**src/rtl/maxpool_stream.sv**
```systemverilog
// Streaming 2x2/stride-2 signed max-pool over a raster-ordered FM_SIZE x FM_SIZE map.
// Optional fused ReLU on the pooled output when MAXP_RELU_EN is defined.
`ifndef DW
`define DW 8
`endif

module maxpool_stream #(
  parameter int FM_SIZE = 4,
  parameter int DW      = `DW
) (
  input  logic                 i_clk,
  input  logic                 i_rst,
  input  logic                 i_clear,
  input  logic                 i_en,
  input  logic signed [DW-1:0] i_data,
  output logic                 o_en,
  output logic signed [DW-1:0] o_data,
  output logic                 o_frame_done
);

  localparam int CW = (FM_SIZE > 1) ? $clog2(FM_SIZE) : 1;
  localparam int P  = FM_SIZE / 2;
  localparam int IW = (P > 1) ? $clog2(P) : 1;

  localparam logic [CW-1:0] LAST_IDX  = CW'(FM_SIZE - 1);
  localparam logic [CW-1:0] LAST_POOL = CW'(2 * P - 1);

  logic [CW-1:0]        col, row;
  logic signed [DW-1:0] hold;
  logic signed [DW-1:0] linebuf [P];

  logic [IW-1:0]        lb_idx;
  logic signed [DW-1:0] max2, max3, pooled;
  logic                 in_pool;

  // NOTE: every always_comb output gets a value on every path, so no latch is inferred.
  always_comb begin
    lb_idx  = IW'(col >> 1);
    max2    = (hold > i_data) ? hold : i_data;
    max3    = (linebuf[lb_idx] > max2) ? linebuf[lb_idx] : max2;
    in_pool = (col <= LAST_POOL) && (row <= LAST_POOL);
`ifdef MAXP_RELU_EN
    pooled  = max3[DW-1] ? '0 : max3;
`else
    pooled  = max3;
`endif
  end

  // NOTE: state uses non-blocking assignments only, so every reader sees pre-edge values.
  always_ff @(posedge i_clk or posedge i_rst) begin
    if (i_rst) begin
      col          <= '0;
      row          <= '0;
      hold         <= '0;
      o_en         <= 1'b0;
      o_data       <= '0;
      o_frame_done <= 1'b0;
      // NOTE: the line buffer is small register storage, so it can be reset alongside the counters.
      for (int i = 0; i < P; i++) linebuf[i] <= '0;
    end else begin
      o_en         <= 1'b0;
      o_frame_done <= 1'b0;
      if (i_clear) begin
        col  <= '0;
        row  <= '0;
        hold <= '0;
      end else if (i_en) begin
        if (col == LAST_IDX) begin
          col <= '0;
          row <= (row == LAST_IDX) ? '0 : row + 1'b1;
        end else begin
          col <= col + 1'b1;
        end

        // Words in a dropped odd last row/column are counted above but never pooled.
        if (in_pool) begin
          if (!col[0]) begin
            hold <= i_data;
          end else if (!row[0]) begin
            linebuf[lb_idx] <= max2;
          end else begin
            o_data       <= pooled;
            o_en         <= 1'b1;
            o_frame_done <= (row == LAST_POOL) && (col == LAST_POOL);
          end
        end
      end
    end
  end

endmodule
```
**config.mk**
```make
export PLATFORM = sky130hd
export DESIGN_NAME = maxpool_stream
export DESIGN_NICKNAME = d
export VERILOG_FILES = /design/src/rtl/maxpool_stream.sv
export SDC_FILE = /design/constraint.sdc
export NUM_CORES = 1
export LEC_CHECK = 0
export CORE_MARGIN = 5
export CORE_UTILIZATION = 55
export CTS_BUF_LIST = sky130_fd_sc_hd__clkbuf_4
export DETAILED_ROUTE_END_ITERATION = 10
export GPL_ROUTABILITY_DRIVEN = 0
export PLACE_DENSITY_LB_ADDON = 0.05
export SYNTH_ARGS = -nofsm -noshare
export SYNTH_HDL_FRONTEND = slang
export SYNTH_SLANG_ARGS = --single-unit
```
**constraint.sdc**
```tcl
create_clock -name i_clk -period 9.22 [get_ports i_clk]
set_input_delay 0.922 -clock i_clk [delete_from_list [all_inputs] [get_ports i_clk]]
set_output_delay 0.922 -clock i_clk [all_outputs]
set_load 0.05 [all_outputs]
```
== After elaboration in Yosys (flattened, before gate mapping) ==
Cells that the tools add are included.

* $lt $le $gt $ge: 6
* Reduce and logical (&&, ||, !) cells: 10
* Muxes and demuxes: 29
* Equality and inequality tests: 3
* Bitwise operators: 3
* Add/sub/neg operators: 2

{| class="wikitable"
|+ Operators with widths
! cell !! number
|-
| 8-bit 2-to-1 mux || 10
|-
| 16-bit bitwise mux || 1
|-
| 8-bit greater-than comparator || 2
|-
| 2-bit 2-to-1 mux || 7
|-
| 1-bit 2-to-1 mux || 10
|-
| 5-bit AND reduction || 2
|-
| 8-bit demux with 1-bit select || 1
|-
| 2-bit nonzero test || 3
|-
| 2-bit by 1-bit adder with 2-bit output, second input constant || 2
|-
| 2-bit equality test, second input constant || 2
|-
| 2-bit less-or-equal comparator, second input constant || 2
|-
| 1-bit logical AND || 3
|-
| 3-bit AND reduction || 1
|-
| 2-bit greater-or-equal comparator, second input constant || 1
|-
| 2-bit by 1-bit less-than comparator with 1-bit output, second input constant || 1
|-
| 2-bit != test, second input constant || 1
|-
| 1-bit inverter || 2
|-
| 1-bit inverter with 2-bit output || 1
|-
| 2-bit AND reduction || 1
|}

* Logic and storage cells: 61
* Register bits: 38
* Output and inout port bits: 10
* Input bits: 12

== Depth between registers and ports, before layout ==
* Depth in word-level cells: 7
* Gate-level depth with buffers: 15
* Gate-level depth less buffers: 15

== Worst setup path before layout ==
OpenSTA, ideal clock, no wires.

* Path kind: input to register
* From: input i_data[7]
* To: register o_data[6]
* Cell stages on the path: 14
* Setup time: 0.131 ns
* Path slack: 5.511 ns
* Data arrival time: 3.578 ns
* Cells stage by stage: inv_1 ha_1 nand4_1 o32ai_1 a31oi_1 a21oi_4 mux2i_1 ha_1 or4_1 a221oi_2 a221oi_2 nor2_8 o21ai_0 o21bai_1

* Word-level cells in the longest chain between the ends: 4

{| class="wikitable"
|+ Ends and longest elaborated chain
! element !! line !! RTL
|-
| start: declaration || 15 || <nowiki>input logic signed [DW-1:0] i_data,</nowiki>
|-
| 8-bit greater-than comparator || 39 || <nowiki>max2 = (hold > i_data) ? hold : i_data;</nowiki>
|-
| 8-bit 2-to-1 mux * || 39 ||
|-
| 8-bit greater-than comparator || 40 || <nowiki>max3 = (linebuf[lb_idx] > max2) ? linebuf[lb_idx] : max2;</nowiki>
|-
| 8-bit 2-to-1 mux * || 40 ||
|-
| end signal: assignment || 82 || <nowiki>o_data <= pooled;</nowiki>
|-
| end: declaration || 17 || <nowiki>output logic signed [DW-1:0] o_data,</nowiki>
|}

Every way passes the cells marked *; elsewhere a longest branch is shown, timed or not.
A chain may end at the register's enable or synchronous reset.

== Worst setup path after layout ==
* From: input i_data[6]
* To: register o_data[4]

The elaborated chain is that of the path after synthesis.

==> impl_metrics.csv <==
group,metric,value,unit
outcome,status,"finished clean",
floorplan,row_count,22,
cts,htree_levels,2,
global_route,antenna_found_initial,0,
yosys,synth_edf_count,0,
yosys,ys_seq_area_frac,0.445,
worst_hold_path,hold_depth,2,
place,place_ws,4.58,ns
yosys,syn_inst,227,
pwr,vdd_ir_drop_max,0.0739,mV
timing,maxSlewViolCount,0,
yosys,synth_area_per_cell,9.40,um2
cts,cts_tree,"yes",
yosys,syn_area,0.00213,mm2
final_layout,finalInstanceArea,0.00243,mm2
final_layout,syn2layout_area_growth,14.0,%
detailed_routing,viasPerCell,5.73,
floorplan,core_area,0.00372,mm2
setup_path,regToRegStartpoint,"hold[7]$_DFFE_PP0P_",
detailed_routing,vias,1701,
place,port_buffers,21,
setup_path,reg2reg_depth,13,
setup_path,endpoint_kind,"register",
global_route,first_global_vias,1775,
timing,fmax,233,MHz
cts,clk_path_buf_depth,2,
floorplan,dieWidth,72.3,um
setup_path,r2r_slack,5.64,ns
yosys,ys_seq_elements,38,
cts,cts_buffers,5,
pwr,switching_share,0.353,
global_route,grt_max_degree,39,
worst_hold_path,hold_path.startpoint,"linebuf[7]$_DFFE_PP0P_",
worst_hold_path,holdPathEnd,"linebuf[7]$_DFFE_PP0P_",
timing,finalHoldViolCount,0,
place,placement.cell_area,0.00239,mm2
floorplan,initial_core_util,0.574,
place,dp_cells,291,
timing,min_period,4.30,ns
yosys,ys.flop_type,"dfrtp_1",
setup_path,cp_data_arrival_time,4.52,ns
detailed_routing,drt-total-wl,4460,um
job,max-cap-violations,0,
yosys,synthTopCellsByArea,"dfrtp_1 (45%), ha_1 (11%), nand2_1 (8.1%)",
final_layout,stdcell_count,297,
setup_path,critPathMaxFanout,8,
final_layout,final_layout_size_suffix_gt1_frac,0.0803,
pwr,p_per_area,173,mW/mm2
pwr,pwr-share-comb,0.353,
setup_path,cp-start-kind,"input pin",
detailed_routing,routedWlPerCell,15.0,um
place,dp.final_hpwl,3530,um
pwr,clkPwrFrac,0.179,
global_route,grt_pass1_wl,7890,um
yosys,synth_fp_nets,257,
floorplan,fp.dieH,72.3,um
yosys,synthDistinctLibCells,33,
detailed_routing,ant_nets,0,
yosys,ys_warn_count,0,
cts,cts_hold_buffers,0,
yosys,yosysTopAreaCell,"dfrtp_1",
cts,post_cts_buffers,0,
timing,setup_ws,4.92,ns
cts,clock_latency,0.34,ns
timing,worst_slew_pin_slew,0.580,ns
setup_path,r2r_end,"o_data[4]$_DFFE_PP0P_",
timing,final-setup-viol-count,0,
yosys,synth_top_area_frac,0.445,
timing,rsz0062_at_grt,"false",
timing,fin_worst_skew,0.00356,ns
global_route,grt_usage,0.196,
floorplan,die-area,0.00523,mm2
detailed_routing,drt_iter0_drc,87,
cts,post_cts_resized,0,
setup_path,worst_ep_required_time,9.44,ns
final_layout,nNetsFinal,280,
pwr,power.switching,149,uW
timing,setup_tns,0,ns
cts,clk_pin_slew,0.10,ns
cts,root_buffer,"clkbuf_4",
floorplan,ios,22,
detailed_routing,drc,0,
pwr,seqPwrFrac,0.468,
pwr,leakage,0.00113,uW
worst_hold_path,min_path_type,"register to register",
yosys,ys_async_sr_fraction,1.00,
timing,fin_crit_sh,0.466,
timing,maxSlewHeadroom,0.612,
final_layout,diodes,0,
pwr,intPower,273,uW
detailed_routing,dr.pass1.iters,4,
setup_path,critical_path_class,"input pin to register",
global_route,grt-ovfl-total,0,
cts,numClockSinks,38,
==> worst max-delay path by stage <==
stage,depth (start not counted),startpoint,end
final,15,i_data[6],o_data[4]$_DFFE_PP0P_
after global routing,15,i_data[7],o_data[1]$_DFFE_PP0P_
after CTS,15,i_data[7],o_data[4]$_DFFE_PP0P_
after detailed placement,15,i_data[7],o_data[4]$_DFFE_PP0P_
after global placement,15,i_data[7],o_data[5]$_DFFE_PP0P_
after floorplan,14,i_data[7],o_data[6]$_DFFE_PP0P_
==> sequential cells by signal, summed over array words and instances, names as in the netlist <==
| register | count |
|---|---|
| row | 2 |
| o_frame_done | 1 |
| hold | 8 |
| col | 2 |
| linebuf | 16 |
| o_data | 8 |
| o_en | 1 |
==> worst max-delay path, cell delays in order <==
cell             delay, ns
clkdlybuf4s50_1       0.51
inv_1                 0.06
ha_1                  0.29
nand4_1               0.13
o32ai_1               0.28
a31oi_1               0.10
a21oi_4               0.33
mux2i_1               0.26
ha_1                  0.30
or4_1                 0.51
a221oi_2              0.23
a221oi_2              0.16
nor2_8                0.16
o21ai_0               0.11
o21bai_1              0.16
==> placed cells by master, fill, tap and decap left out, drive strengths merged, types with 10 or more instances in the layout <==
cell type / netlist / routed
o21ai: 19 / 19
dfrtp: 38 / 38
ha: 18 / 18
clkdlybuf4s50: 0 / 21
nand2: 47 / 47
inv: 14 / 14
nor2: 17 / 17
mux2i: 10 / 10
a21oi: 22 / 22
==> synth_stat cells (all sizes together), types with 5 or more instances <==
cell and number:
clkbuf 5, a21oi 22, mux2 7, dfrtp 38, mux2i 10, ha 18
nand2 47, inv 14, nor2 17, o21ai 19, o21bai 7
==> routing by layer <==
metal / vias up / global-route usage / wire (um)
li1: 835 / - / -
met2: 37 / 0.351 / 2270
met4: 0 / 0.0835 / 74
met5: - / 0 / 0
met3: 7 / 0.0305 / 176
met1: 822 / 0.230 / 1940
==> cells by family (layout without fill, tap and decap cells) <==
| family | after synthesis | count (layout) | share of synthesized area |
|---|---|---|---|
| AO/OA/AOI/OAI | 57 | 57 | 0.166 |
| adder cells (fa/ha/maj) | 18 | 18 | 0.106 |
| buffers and inverters | 21 | 43 | 0.0381 |
| flip-flops | 38 | 38 | 0.445 |
| multiplexers | 17 | 17 | 0.0838 |
| AND/OR/NAND/NOR | 76 | 76 | 0.161 |
==> per-stage QoR <==
step,hold WS [ns],utilization,power [uW]
5_1_grt,0.520,0.655,455
4_1_cts,0.502,0.655,425
3_5_place_dp,0.477,0.643,350
6_report,0.495,0.655,421
3_3_place_gp,0.466,0.643,339
2_1_floorplan,0.450,-,309
==> power groups by stage <==
stage | Combinational (uW) | Clock [uW] | Sequential [uW]
finish | 149 | 75.5 | 197
global route | 165 | 89.2 | 200
CTS | 149 | 79.2 | 197
detailed placement | 149 | 0 | 201
global placement | 139 | 0 | 200
floorplan | 108 | 0 | 201
==> final cells by class <==
cell class / instances / area [um2]
fill: 320 / 1280
multi-input combinational: 168 / 1100
tap: 48 / 60.1
clock inverter: 1 / 3.75
timing repair buffer: 23 / 225
sequential: 38 / 951
clock buffer: 5 / 37.5
inverter: 14 / 52.6
(Power assumes the default switching activity.)
